$ cat src/rtl/multi_debounce.sv
// multi_debounce: per-channel synchronizer + stability-count debouncer.
//   clk        rising-edge system clock
//   rst        asynchronous, active-high reset
//   tick       sample enable for the stability counters
//   din        raw asynchronous inputs, one bit per channel
//   dout       debounced level per channel (registered)
//   rise       one-cycle pulse after dout goes 0->1 (registered)
//   fall       one-cycle pulse after dout goes 1->0 (registered)
//   any_change OR of all rise/fall bits (combinational from registers)
module multi_debounce #(
   parameter int unsigned N_CH        = 4,
   parameter int unsigned SYNC_STAGES = 2,
   parameter int unsigned STABLE_CNT  = 4,
   parameter int unsigned CNT_W       = 16
) (
   input  logic            clk,
   input  logic            rst,
   input  logic            tick,
   input  logic [N_CH-1:0] din,
   output logic [N_CH-1:0] dout,
   output logic [N_CH-1:0] rise,
   output logic [N_CH-1:0] fall,
   output logic            any_change
);

   // Final count value at which a new level is accepted.
   localparam logic [CNT_W-1:0] CNT_LAST = CNT_W'(STABLE_CNT - 1);

   logic [SYNC_STAGES-1:0] sync_q [N_CH];
   logic [CNT_W-1:0]       cnt_q  [N_CH];
   logic [CNT_W-1:0]       cnt_d  [N_CH];
   logic [N_CH-1:0]        sync_c;
   logic [N_CH-1:0]        dout_d;
   logic [N_CH-1:0]        rise_d;
   logic [N_CH-1:0]        fall_d;

   // Synchronizer chains; bit 0 takes the raw input.
   always_ff @(posedge clk or posedge rst) begin
      if (rst) begin
         for (int i = 0; i < int'(N_CH); i++) begin
            sync_q[i] <= '0;
         end
      end else begin
         for (int i = 0; i < int'(N_CH); i++) begin
            sync_q[i] <= {sync_q[i][SYNC_STAGES-2:0], din[i]};
         end
      end
   end

   // Last synchronizer stage per channel.
   always_comb begin
      sync_c = '0;
      for (int i = 0; i < N_CH; i++) begin
         sync_c[i] = sync_q[i][SYNC_STAGES-1];
      end
   end

   // Qualification: count ticked disagreements, accept on the last one.
   always_comb begin
      dout_d = dout;
      rise_d = '0;
      fall_d = '0;
      for (int i = 0; i < N_CH; i++) begin
         cnt_d[i] = cnt_q[i];
         if (sync_c[i] == dout[i]) begin
            cnt_d[i] = '0;
         end else if (tick) begin
            if (cnt_q[i] == CNT_LAST) begin
               cnt_d[i]  = '0;
               dout_d[i] = sync_c[i];
               rise_d[i] = sync_c[i];
               fall_d[i] = ~sync_c[i];
            end else begin
               cnt_d[i] = cnt_q[i] + CNT_W'(1);
            end
         end
      end
   end

   // State and output registers.
   always_ff @(posedge clk or posedge rst) begin
      if (rst) begin
         for (int i = 0; i < int'(N_CH); i++) begin
            cnt_q[i] <= '0;
         end
         dout <= '0;
         rise <= '0;
         fall <= '0;
      end else begin
         for (int i = 0; i < int'(N_CH); i++) begin
            cnt_q[i] <= cnt_d[i];
         end
         dout <= dout_d;
         rise <= rise_d;
         fall <= fall_d;
      end
   end

   assign any_change = |(rise | fall);

endmodule

$ cat config.mk
export PLATFORM = sky130hd
export DESIGN_NAME = multi_debounce
export DESIGN_NICKNAME = d
export VERILOG_FILES = /design/src/rtl/multi_debounce.sv
export SDC_FILE = /design/constraint.sdc
export NUM_CORES = 1
export LEC_CHECK = 0
export CORE_MARGIN = 5
export CORE_UTILIZATION = 58
export DETAILED_ROUTE_END_ITERATION = 10
export HOLD_SLACK_MARGIN = 0.1
export PLACE_DENSITY = 0.82
export SETUP_SLACK_MARGIN = 0.05
export SLEW_MARGIN = 40
export SYNTH_ARGS = -nofsm -noshare
export SYNTH_HDL_FRONTEND = slang
export SYNTH_SLANG_ARGS = --single-unit
$ cat constraint.sdc
create_clock -name clk -period 5.18 [get_ports clk]
set_clock_uncertainty 0.1 [all_clocks]
set_input_delay 0.777 -clock clk [delete_from_list [all_inputs] [get_ports clk]]
set_output_delay 0.777 -clock clk [all_outputs]
set_load 0.03 [all_outputs]
==> results.ini <==
[run_status]
status=completed

[drt]
drc=0
postRouteAntennaNets=0
drtIter0Drc=243
routedWlPerCell_um=16.0
vias_per_cell=6.29
drt_wl_total_mm=8.97
num_vias=3530
dr.pass1.iters=4

[floorplanning]
coreArea_sq_um=7140
die_w_um=95.1
initial_core_util=0.588
die_h_um=95.1
die_area_sq_um=9030
rows=31
io_pins=20

[grt]
grt_pass1_wl_mm=15.3
gr-total-overflow=0
grt.total_usage=0.216
antenna_found_initial=0
grt_max_degree=50
grt_pass1_vias=3262

[sta]
finalHoldViolations=0
post-route-period-util=0.604
fmax_mhz=320
worst_pin_slew_ns=0.786
post-route-min-period_ns=3.13
setup_ws_ns=2.05
finalSetupViolations=0
rsz0062_at_grt=no
slew_headroom=0.474
final-max-slew-violation-count=0
fin_setup_tns_ns=0

[synthesis]
yosys.area.top_type_share=0.501
async_flop_share=1.00
synthFlopType=dfrtp_1
syn_avg_cell_area_sq_um=9.49
synthSimpleGateAreaFrac=0.248
yosysWarnings=0
synth_largest_area_cell=dfrtp_1
synthXorXnorAreaFrac=0.0271
synth_seq_cells=84
synth_fa_ha_area_frac=0.0119
synth_cell_types=49
synth_top_family_by_area=simple AND/OR/NAND/NOR gates
muxShareOfSynthArea=0.0209
post-synth-top-count-cell=dfrtp_1
synth_compound_area_frac=0.161
ys_seq_area_frac=0.501
ys_top_cells_by_count=dfrtp_1 (84), nand2_1 (56), a31oi_1 (37)
synth_nets=453
synth_edf_count=0
syn-cell-area_sq_um=4200
syn_inst=442
synthTopCellsByArea=dfrtp_1 (50%), a31oi_1 (5.5%), nand2_1 (5.0%), a21oi_1 (3.1%), o21ai_0 (2.9%)

[cts]
clkSinkCount=84
cts_tree=built
cts.path.max_buffers=2
postCtsSetupRepairBufs=0
cts_buffers=9
root_buffer=clkbuf_8
cts_hold_buf=0
clk_latency_ns=0.36
cts.clk_slew.worst_paths_ns=0.09
post_cts_resized=0
htree_num_levels=3

[finish]
antennaDiodeCount=0
syn2layout_area_growth_pct=11.5
fillers=555
fin_util=0.656
nNetsFinal=468
layout-drive-gt1-share=0.0801

[worst_setup_path]
r2r_start=cnt_q[48]
crit_type=primary input to flip-flop
r2r_slack_ns=2.79
cp_max_fo=21
startpoint_type=primary input
crit_start=tick
critPathArrivalTime_ns=3.30
endpoint_kind=flip-flop
worstPathRequired_ns=5.36

[pwr]
ir_drop_mv=0.251
p_leak_nw=1.92
p_per_area_nw_per_um2=355
total_power_w=0.00166

[flow_run]
cap_violations=0

[place]
port_buffers=19
place_ws_ns=1.73
dp_hpwl_mm=6.04
gp_congestion=0.847

[min_path]
min_from=sync_q[0]
min_path_type=flip-flop to flip-flop

[stage by stage]
| stage | hold slack, ns | cells | instance area [sq um] |
|---|---|---|---|
| 5_1_grt | 0.257 | 561 | 4680 |
| 3_3_place_gp | 0.234 | 545 | 4440 |
| 4_1_cts | 0.253 | 561 | 4670 |
| 3_5_place_dp | 0.235 | 545 | 4450 |
| 2_1_floorplan | 0.231 | 442 | 4200 |
| 6_report | 0.250 | 561 | 4680 |
[routing by layer]
metal  GRT usage  share of wire
met1       0.296           0.45
met2       0.342           0.47
met3      0.0426          0.058
met4      0.0793          0.019
met5           0              0
[cell families (layout without fill, tap and decap cells)]
kind of cell | Yosys count | after routing
and+or+nand+nor | 195 | 195
AOI/OAI and AO/OA | 110 | 110
DFF | 84 | 84
buffers and inverters | 28 | 48
xor gates and xnor gates | 13 | 13
muxes | 8 | 8
adders and majority gates | 4 | 4
[cell usage in the layout, fill, tap and decap left out, types with 4 or more instances in the layout]
cell | netlist | final
a21oi_1 | 26 | 26
a22o_1 | 8 | 8
a31oi_1 | 37 | 37
and3_1 | 6 | 6
and4_1 | 7 | 7
clkbuf_8 | 0 | 10
clkdlybuf4s50_1 | 0 | 19
dfrtp_1 | 84 | 84
ha_1 | 4 | 4
inv_1 | 12 | 11
mux2_2 | 6 | 6
nand2_1 | 56 | 56
nand3_1 | 23 | 23
nand4_1 | 11 | 11
nor2_1 | 27 | 25
nor3_1 | 11 | 11
nor3b_1 | 6 | 6
nor4_1 | 11 | 11
nor4b_1 | 4 | 4
o21ai_0 | 24 | 24
or3_1 | 10 | 10
xnor2_1 | 5 | 5
xor2_1 | 8 | 8
[flip-flops by register name (all words and copies together) (netlist names)]
signal  count
sync_q      4
rise        4
cnt_q      64
sync_c      4
fall        4
dout        4
[cell type report]
class	count	area, sq um	area share
timing repair buffer	20	198	0.0423
tap	99	124	0.0265
clock buffer	11	141	0.0302
sequential	84	2100	0.449
multi-input combinational	330	1980	0.423
clock inverter	5	85.1	0.0182
inverter	12	50.0	0.0107
[where the power goes]
| group | switching (W) | internal, W |
|---|---|---|
| sequential | 0.0000656 | 0.000703 |
| combinational | 0.000228 | 0.000137 |
| clock | 0.000243 | 0.000287 |
| total | 0.000536 | 0.00113 |
[path summary, 6_finish.rpt]
check                           cells after the start        end
worst max-delay path                                6  cnt_q[37]
worst min-delay path                                0  sync_c[3]
worst max register to register                      6  cnt_q[57]
worst min register to register                      0  sync_c[3]
max in group asynchronous                           3  cnt_q[44]
min in group asynchronous                           2    rise[3]
[worst max-delay path, stage by stage]
cell and delay (ns):
clkdlybuf4s50_1 0.93, inv_1 0.26, a41o_1 0.31, nor2_1 0.61, o21ai_0 0.19, a31oi_1 0.22
No activity file was read; power rests on OpenSTA's default activity.
